--- src/rtl/sayeh_mem_arbiter.sv ---
// -----------------------------------------------------------------------------
// sayeh_mem_arbiter
//
// Two-port round-robin arbiter and access sequencer for the single-port
// 1K x 16 Sayeh main memory. Port A (CPU datapath) and port B (DMA/loader)
// each hold req until their ack. The granted access is sequenced through
// IDLE -> ISSUE -> WAIT -> RECOVER. The memory answers with rdy, which it
// changes on the falling clock edge. Every output is a flop.
//
// Ports
//   clk, ExternalReset       clock, asynchronous active-high reset
//   a_req/a_we/a_addr/a_wdata  port A request (held until a_ack)
//   a_ack/a_err/a_rdata        port A one-cycle completion, timeout flag,
//                              read data (held until the next A read)
//   b_*                        same for port B
//   mem_addr/mem_din           address / write data to the memory
//   mem_nd/mem_we              read / write strobes to the memory
//   mem_dout/mem_rdy           read data / ready from the memory
// -----------------------------------------------------------------------------
module sayeh_mem_arbiter #(
  parameter int ADDR_W  = 10,
  parameter int DATA_W  = 16,
  parameter int TIMEOUT = 15
) (
  input  logic              clk,
  input  logic              ExternalReset,
  input  logic              a_req,
  input  logic              a_we,
  input  logic [ADDR_W-1:0] a_addr,
  input  logic [DATA_W-1:0] a_wdata,
  output logic              a_ack,
  output logic              a_err,
  output logic [DATA_W-1:0] a_rdata,
  input  logic              b_req,
  input  logic              b_we,
  input  logic [ADDR_W-1:0] b_addr,
  input  logic [DATA_W-1:0] b_wdata,
  output logic              b_ack,
  output logic              b_err,
  output logic [DATA_W-1:0] b_rdata,
  output logic [ADDR_W-1:0] mem_addr,
  output logic [DATA_W-1:0] mem_din,
  output logic              mem_nd,
  output logic              mem_we,
  input  logic [DATA_W-1:0] mem_dout,
  input  logic              mem_rdy
);

  typedef enum logic [1:0] {
    ST_IDLE    = 2'd0,
    ST_ISSUE   = 2'd1,
    ST_WAIT    = 2'd2,
    ST_RECOVER = 2'd3
  } state_t;

  localparam logic [7:0] TIMEOUT_C = 8'(TIMEOUT);

  state_t              state_q, state_d;
  logic                gnt_b_q, gnt_b_d;       // 1 = current access belongs to B
  logic                prefer_b_q, prefer_b_d; // 1 = B wins the next tie
  logic                we_l_q, we_l_d;
  logic [ADDR_W-1:0]   addr_l_q, addr_l_d;
  logic [DATA_W-1:0]   wdata_l_q, wdata_l_d;
  logic [7:0]          cnt_q, cnt_d;
  logic [ADDR_W-1:0]   mem_addr_q, mem_addr_d;
  logic [DATA_W-1:0]   mem_din_q, mem_din_d;
  logic                mem_nd_q, mem_nd_d;
  logic                mem_we_q, mem_we_d;
  logic                a_ack_q, a_ack_d, b_ack_q, b_ack_d;
  logic                a_err_q, a_err_d, b_err_q, b_err_d;
  logic [DATA_W-1:0]   a_rdata_q, a_rdata_d, b_rdata_q, b_rdata_d;

  logic                grant_valid_s;
  logic                grant_b_s;
  logic [7:0]          cnt_inc_s;
  logic                cnt_expire_s;

  // Round-robin choice among the requests present this cycle.
  always_comb begin
    grant_valid_s = a_req | b_req;
    if (a_req && b_req) begin
      grant_b_s = prefer_b_q;
    end else if (b_req) begin
      grant_b_s = 1'b1;
    end else begin
      grant_b_s = 1'b0;
    end
  end

  // One counter bounds both WAIT (no rdy) and RECOVER (rdy stuck high).
  always_comb begin
    cnt_inc_s    = cnt_q + 8'd1;
    cnt_expire_s = (cnt_inc_s == TIMEOUT_C);
  end

  // FSM state register.
  always_ff @(posedge clk or posedge ExternalReset) begin
    if (ExternalReset) begin
      state_q <= ST_IDLE;
    end else begin
      state_q <= state_d;
    end
  end

  // FSM next-state logic.
  always_comb begin
    state_d = state_q;
    case (state_q)
      ST_IDLE: begin
        if (grant_valid_s) begin
          state_d = ST_ISSUE;
        end else begin
          state_d = ST_IDLE;
        end
      end
      ST_ISSUE: begin
        state_d = ST_WAIT;
      end
      ST_WAIT: begin
        if (mem_rdy || cnt_expire_s) begin
          state_d = ST_RECOVER;
        end else begin
          state_d = ST_WAIT;
        end
      end
      ST_RECOVER: begin
        // rdy stays high until the memory sees nd=0 on a falling edge.
        if (!mem_rdy || cnt_expire_s) begin
          state_d = ST_IDLE;
        end else begin
          state_d = ST_RECOVER;
        end
      end
      default: begin
        state_d = ST_IDLE;
      end
    endcase
  end

  // FSM output logic: next values for the request latch and all output flops.
  always_comb begin
    gnt_b_d    = gnt_b_q;
    prefer_b_d = prefer_b_q;
    we_l_d     = we_l_q;
    addr_l_d   = addr_l_q;
    wdata_l_d  = wdata_l_q;
    cnt_d      = cnt_q;
    mem_addr_d = mem_addr_q;
    mem_din_d  = mem_din_q;
    mem_nd_d   = mem_nd_q;
    mem_we_d   = mem_we_q;
    a_ack_d    = 1'b0;
    b_ack_d    = 1'b0;
    a_err_d    = 1'b0;
    b_err_d    = 1'b0;
    a_rdata_d  = a_rdata_q;
    b_rdata_d  = b_rdata_q;
    case (state_q)
      ST_IDLE: begin
        mem_nd_d = 1'b0;
        mem_we_d = 1'b0;
        if (grant_valid_s) begin
          gnt_b_d    = grant_b_s;
          prefer_b_d = ~grant_b_s;
          if (grant_b_s) begin
            we_l_d    = b_we;
            addr_l_d  = b_addr;
            wdata_l_d = b_wdata;
          end else begin
            we_l_d    = a_we;
            addr_l_d  = a_addr;
            wdata_l_d = a_wdata;
          end
        end else begin
          gnt_b_d = gnt_b_q;
        end
      end
      ST_ISSUE: begin
        mem_addr_d = addr_l_q;
        mem_din_d  = wdata_l_q;
        mem_nd_d   = ~we_l_q;
        mem_we_d   = we_l_q;
        cnt_d      = 8'd0;
      end
      ST_WAIT: begin
        if (mem_rdy) begin
          mem_nd_d = 1'b0;
          mem_we_d = 1'b0;
          cnt_d    = 8'd0;
          if (gnt_b_q) begin
            b_ack_d = 1'b1;
            if (!we_l_q) begin
              b_rdata_d = mem_dout;
            end else begin
              b_rdata_d = b_rdata_q;
            end
          end else begin
            a_ack_d = 1'b1;
            if (!we_l_q) begin
              a_rdata_d = mem_dout;
            end else begin
              a_rdata_d = a_rdata_q;
            end
          end
        end else if (cnt_expire_s) begin
          // Abort: report the error, read data is left untouched.
          mem_nd_d = 1'b0;
          mem_we_d = 1'b0;
          cnt_d    = 8'd0;
          if (gnt_b_q) begin
            b_ack_d = 1'b1;
            b_err_d = 1'b1;
          end else begin
            a_ack_d = 1'b1;
            a_err_d = 1'b1;
          end
        end else begin
          cnt_d = cnt_inc_s;
        end
      end
      ST_RECOVER: begin
        mem_nd_d = 1'b0;
        mem_we_d = 1'b0;
        if (mem_rdy && !cnt_expire_s) begin
          cnt_d = cnt_inc_s;
        end else begin
          cnt_d = 8'd0;
        end
      end
      default: begin
        mem_nd_d = 1'b0;
        mem_we_d = 1'b0;
        cnt_d    = 8'd0;
      end
    endcase
  end

  // Request latch, timeout counter and registered outputs.
  always_ff @(posedge clk or posedge ExternalReset) begin
    if (ExternalReset) begin
      gnt_b_q    <= 1'b0;
      prefer_b_q <= 1'b0;
      we_l_q     <= 1'b0;
      addr_l_q   <= {ADDR_W{1'b0}};
      wdata_l_q  <= {DATA_W{1'b0}};
      cnt_q      <= 8'd0;
      mem_addr_q <= {ADDR_W{1'b0}};
      mem_din_q  <= {DATA_W{1'b0}};
      mem_nd_q   <= 1'b0;
      mem_we_q   <= 1'b0;
      a_ack_q    <= 1'b0;
      b_ack_q    <= 1'b0;
      a_err_q    <= 1'b0;
      b_err_q    <= 1'b0;
      a_rdata_q  <= {DATA_W{1'b0}};
      b_rdata_q  <= {DATA_W{1'b0}};
    end else begin
      gnt_b_q    <= gnt_b_d;
      prefer_b_q <= prefer_b_d;
      we_l_q     <= we_l_d;
      addr_l_q   <= addr_l_d;
      wdata_l_q  <= wdata_l_d;
      cnt_q      <= cnt_d;
      mem_addr_q <= mem_addr_d;
      mem_din_q  <= mem_din_d;
      mem_nd_q   <= mem_nd_d;
      mem_we_q   <= mem_we_d;
      a_ack_q    <= a_ack_d;
      b_ack_q    <= b_ack_d;
      a_err_q    <= a_err_d;
      b_err_q    <= b_err_d;
      a_rdata_q  <= a_rdata_d;
      b_rdata_q  <= b_rdata_d;
    end
  end

  assign a_ack    = a_ack_q;
  assign a_err    = a_err_q;
  assign a_rdata  = a_rdata_q;
  assign b_ack    = b_ack_q;
  assign b_err    = b_err_q;
  assign b_rdata  = b_rdata_q;
  assign mem_addr = mem_addr_q;
  assign mem_din  = mem_din_q;
  assign mem_nd   = mem_nd_q;
  assign mem_we   = mem_we_q;

endmodule

--- config.mk ---
export PLATFORM = sky130hd
export DESIGN_NAME = sayeh_mem_arbiter
export DESIGN_NICKNAME = d
export VERILOG_FILES = /design/src/rtl/sayeh_mem_arbiter.sv
export SDC_FILE = /design/constraint.sdc
export NUM_CORES = 1
export LEC_CHECK = 0
export CORE_UTILIZATION = 46
export CTS_CLUSTER_SIZE = 28
export DETAILED_ROUTE_END_ITERATION = 16
export MAX_ROUTING_LAYER = met4
export PLACE_DENSITY = 0.91
export SLEW_MARGIN = 20
export SYNTH_ARGS = -nofsm -noshare
export SYNTH_HDL_FRONTEND = slang
export SYNTH_SLANG_ARGS = --single-unit
--- constraint.sdc ---
create_clock -name clk -period 4.6 [get_ports clk]
set_clock_uncertainty 0.15 [all_clocks]
set_input_delay 0.92 -clock clk [delete_from_list [all_inputs] [get_ports clk]]
set_output_delay 0.92 -clock clk [all_outputs]
set_load 0.02 [all_outputs]
==> metrics.yaml <==
timing:
  hold_viol_final: 0
  finalSetupViolations: 0
  drv_slew: 0
  relSlewSlack: 0.491
  fin_crit_ns: 2.95
  finalCritPeriodShare: 0.642
  holdWs_ns: 0.363
  worst_pin_slew_ns: 0.761
  rsz0062_at_grt: "no"
  fin_setup_tns_ns: 0
  max_freq_ghz: 0.339
worst_setup_path:
  critPathArrivalTime_ns: 3.04
  worst_path_max_delay_cell: "clkdlybuf4s50_1"
  setup.worst_path.start_class: "input port"
  crit_fanout: 20
  critPathMaxStageDelay_ns: 0.94
  worstPathCellList: "clkdlybuf4s50_1 -> nand2_2 -> nor3_4 -> mux2_2"
  critPathRequiredTime_ns: 4.69
  critPathCaptureType: "flop"
  path_class: "in -> reg"
logic_synthesis:
  synthCells: 325
  synth_nets: 402
  ys_seq_elements: 103
  syn_area_mm2: 0.00430
  synthTopCellsByArea: "dfrtp_1 (60%), mux2_2 (15%), a222oi_1 (6.3%)"
  ys_seq_area_frac: 0.600
  synth_cell_types: 43
  synth_top_area_frac: 0.600
  yosys.area.top_type: "dfrtp_1"
  ys.warnings.count: 0
  synth_area_per_cell_um2: 13.2
layout:
  area_delta_synth_final_pct: 39.1
  drive_above_1_share: 0.185
  nNetsFinal: 536
  final_cell_count_no_fill: 572
  nFillCells: 636
  final_area_mm2: 0.00598
  final_common_cell: "clkdlybuf4s50_1"
  mostFrequentLayoutCells: "clkdlybuf4s50_1 (138), dfrtp_1 (103), mux2_2 (58), inv_1 (32), a222oi_1 (27)"
  diodes: 0
  utilization: 0.673
clock_tree:
  clock_latency_ns: 0.35
  htreeDepth: 3
  cts.repair.resized: 0
  cts_root_buf: "clkbuf_8"
  cts-hold-fix-buffers: 0
  max-clock-path-buffers: 2
  post_cts_buffers: 0
  cts_tree: "built"
  clkTransAtPathRegs_ns: 0.11
  cts_buffers: 9
  clock-sinks: 103
die:
  ios: 139
  rows: 34
  dieArea_mm2: 0.00974
  fp.coreArea_mm2: 0.00889
  die_h_um: 98.7
  die_w_um: 98.7
  start_util: 0.484
placement:
  placed_area_mm2: 0.00575
  numPortBuffers: 138
  gp_congestion: 0.839
  placed_cells: 555
  hpwl_um: 6790
detailed_routing:
  drt_iter0_drc: 210
  drc_errors: 0
  drt_pre_antenna_iters: 7
  drt-total-wl_um: 9690
  antenna_left: 0
  wire_per_inst_um: 16.9
  avgViaCountPerCell: 5.59
  num_vias: 3196
power_and_ir_drop:
  p_per_area_mw_per_mm2: 632
  p_leak_nw: 2.70
  peakVddDrop_mv: 0.313
grt:
  antenna_found_initial: 0
  grt_pass1_wl_um: 15900
  grt_overflow_total: 0
  grt_util_all_layers: 0.215
  grt_max_degree: 104
  grt_pass1_vias: 3223
status:
  status: "completed"
job:
  max_cap_viol_count: 0
min_path:
  hp-class: "reg -> reg"
-- layout make-up --
type | count | area (um2) | area share
timing repair buffer | 141 | 1420 | 0.238
inverter | 33 | 126 | 0.0211
clock inverter | 6 | 75.1 | 0.0125
tap | 108 | 135 | 0.0226
sequential | 103 | 2580 | 0.431
multi-input combinational | 171 | 1510 | 0.252
clock buffer | 10 | 138 | 0.0230
-- final timing paths --
kind                                          from                   endpoint  slack, ns  cells past startpoint
setup reg to reg              state_q[1]$_DFF_PP0_     a_rdata[5]$_DFFE_PP0P_       2.24                      4
hold reg to reg            addr_l_q[1]$_DFFE_PP0P_    addr_l_q[1]$_DFFE_PP0P_       0.36                      2
hold / removal             addr_l_q[1]$_DFFE_PP0P_    addr_l_q[1]$_DFFE_PP0P_       0.36                      2
min in group asynchronous            ExternalReset  wdata_l_q[14]$_DFFE_PP0P_       0.88                      3
max in group asynchronous            ExternalReset   wdata_l_q[0]$_DFFE_PP0P_       2.96                      3
setup / recovery                           mem_rdy     a_rdata[5]$_DFFE_PP0P_       1.65                      4
-- through the flow --
| stage | power (mW) | setup WS (ns) |
|---|---|---|
| after floorplan | 2.47 | 0.826 |
| after global placement | 3.13 | 1.38 |
| after detailed placement | 3.21 | 1.27 |
| after CTS | 3.81 | 1.66 |
| after global routing | 4.00 | 1.55 |
| final | 3.78 | 1.65 |
-- cells by family (layout without fill, tap and decap cells) --
logic type / Yosys count / count (layout) / synth area share
AO/OA/AOI/OAI: 55 / 55 / 0.108
XOR/XNOR: 2 / 2 / 0.00408
adder cells (fa/ha/maj): 2 / 2 / 0.00582
buffers and inverters: 51 / 190 / 0.0512
flip-flops: 103 / 103 / 0.600
multiplexers: 60 / 60 / 0.157
AND/OR/NAND/NOR: 52 / 52 / 0.0745
-- flip-flops by register name, summed over array words and instances, names as in the netlist, 2 cells and up --
signal and cells:
a_rdata 16, addr_l_q 10, b_rdata 16, cnt_q 8, mem_addr 10, mem_din 16, state_q 2, wdata_l_q 16
-- worst max-delay path: cells and delay by family --
| family | cells | cell delay (ns) |
|---|---|---|
| mux | 1 | 0.42 |
| simple gates | 2 | 0.75 |
| buf+inv | 1 | 0.94 |
-- report_power, final --
group          internal, mW  total [mW]  switching, mW
logic                 0.881        1.64          0.763
clock network         0.276       0.599          0.323
registers              1.29        1.54          0.252
total                  2.44        3.78           1.34
-- synthesized netlist by cell type --
master and number:
inv_1 33, nand4_4 1, nand3b_1 2, nor4_1 1
nand2_1 10, o31ai_1 3, nor2_1 5, a311oi_1 1
clkbuf_1 2, nor3_1 2, buf_2 14, nor3_4 1
mux2_2 58, o211a_1 1, a21o_1 2, ha_1 2
nand2b_1 3, and4_1 3, a32o_1 4, xnor2_1 1
nand4_1 2, and2b_2 1, dfrtp_1 103, and3b_1 1
and3_1 4, mux2i_1 2, a21boi_0 1, or4_1 1
buf_6 1, xor2_1 1, nand2_2 2, a31oi_1 1
o21ai_0 9, a2bb2oi_1 1, nor2_2 1, o211ai_1 1
o22ai_1 3, buf_4 1, nor2b_1 3, a222oi_1 27
o21ai_1 1, nor4bb_1 1, nand3_1 8
-- per-layer routing --
| metal | GRT usage | wire, um | vias up |
|---|---|---|---|
| met3 | 0.0376 | 516 | 9 |
| met1 | 0.268 | 4190 | 1586 |
| met2 | 0.359 | 4880 | 129 |
| met4 | 0.0654 | 97 | 0 |
| met5 | - | 0 | - |
| li1 | - | - | 1472 |
No activity file was read; power rests on OpenSTA's default activity.
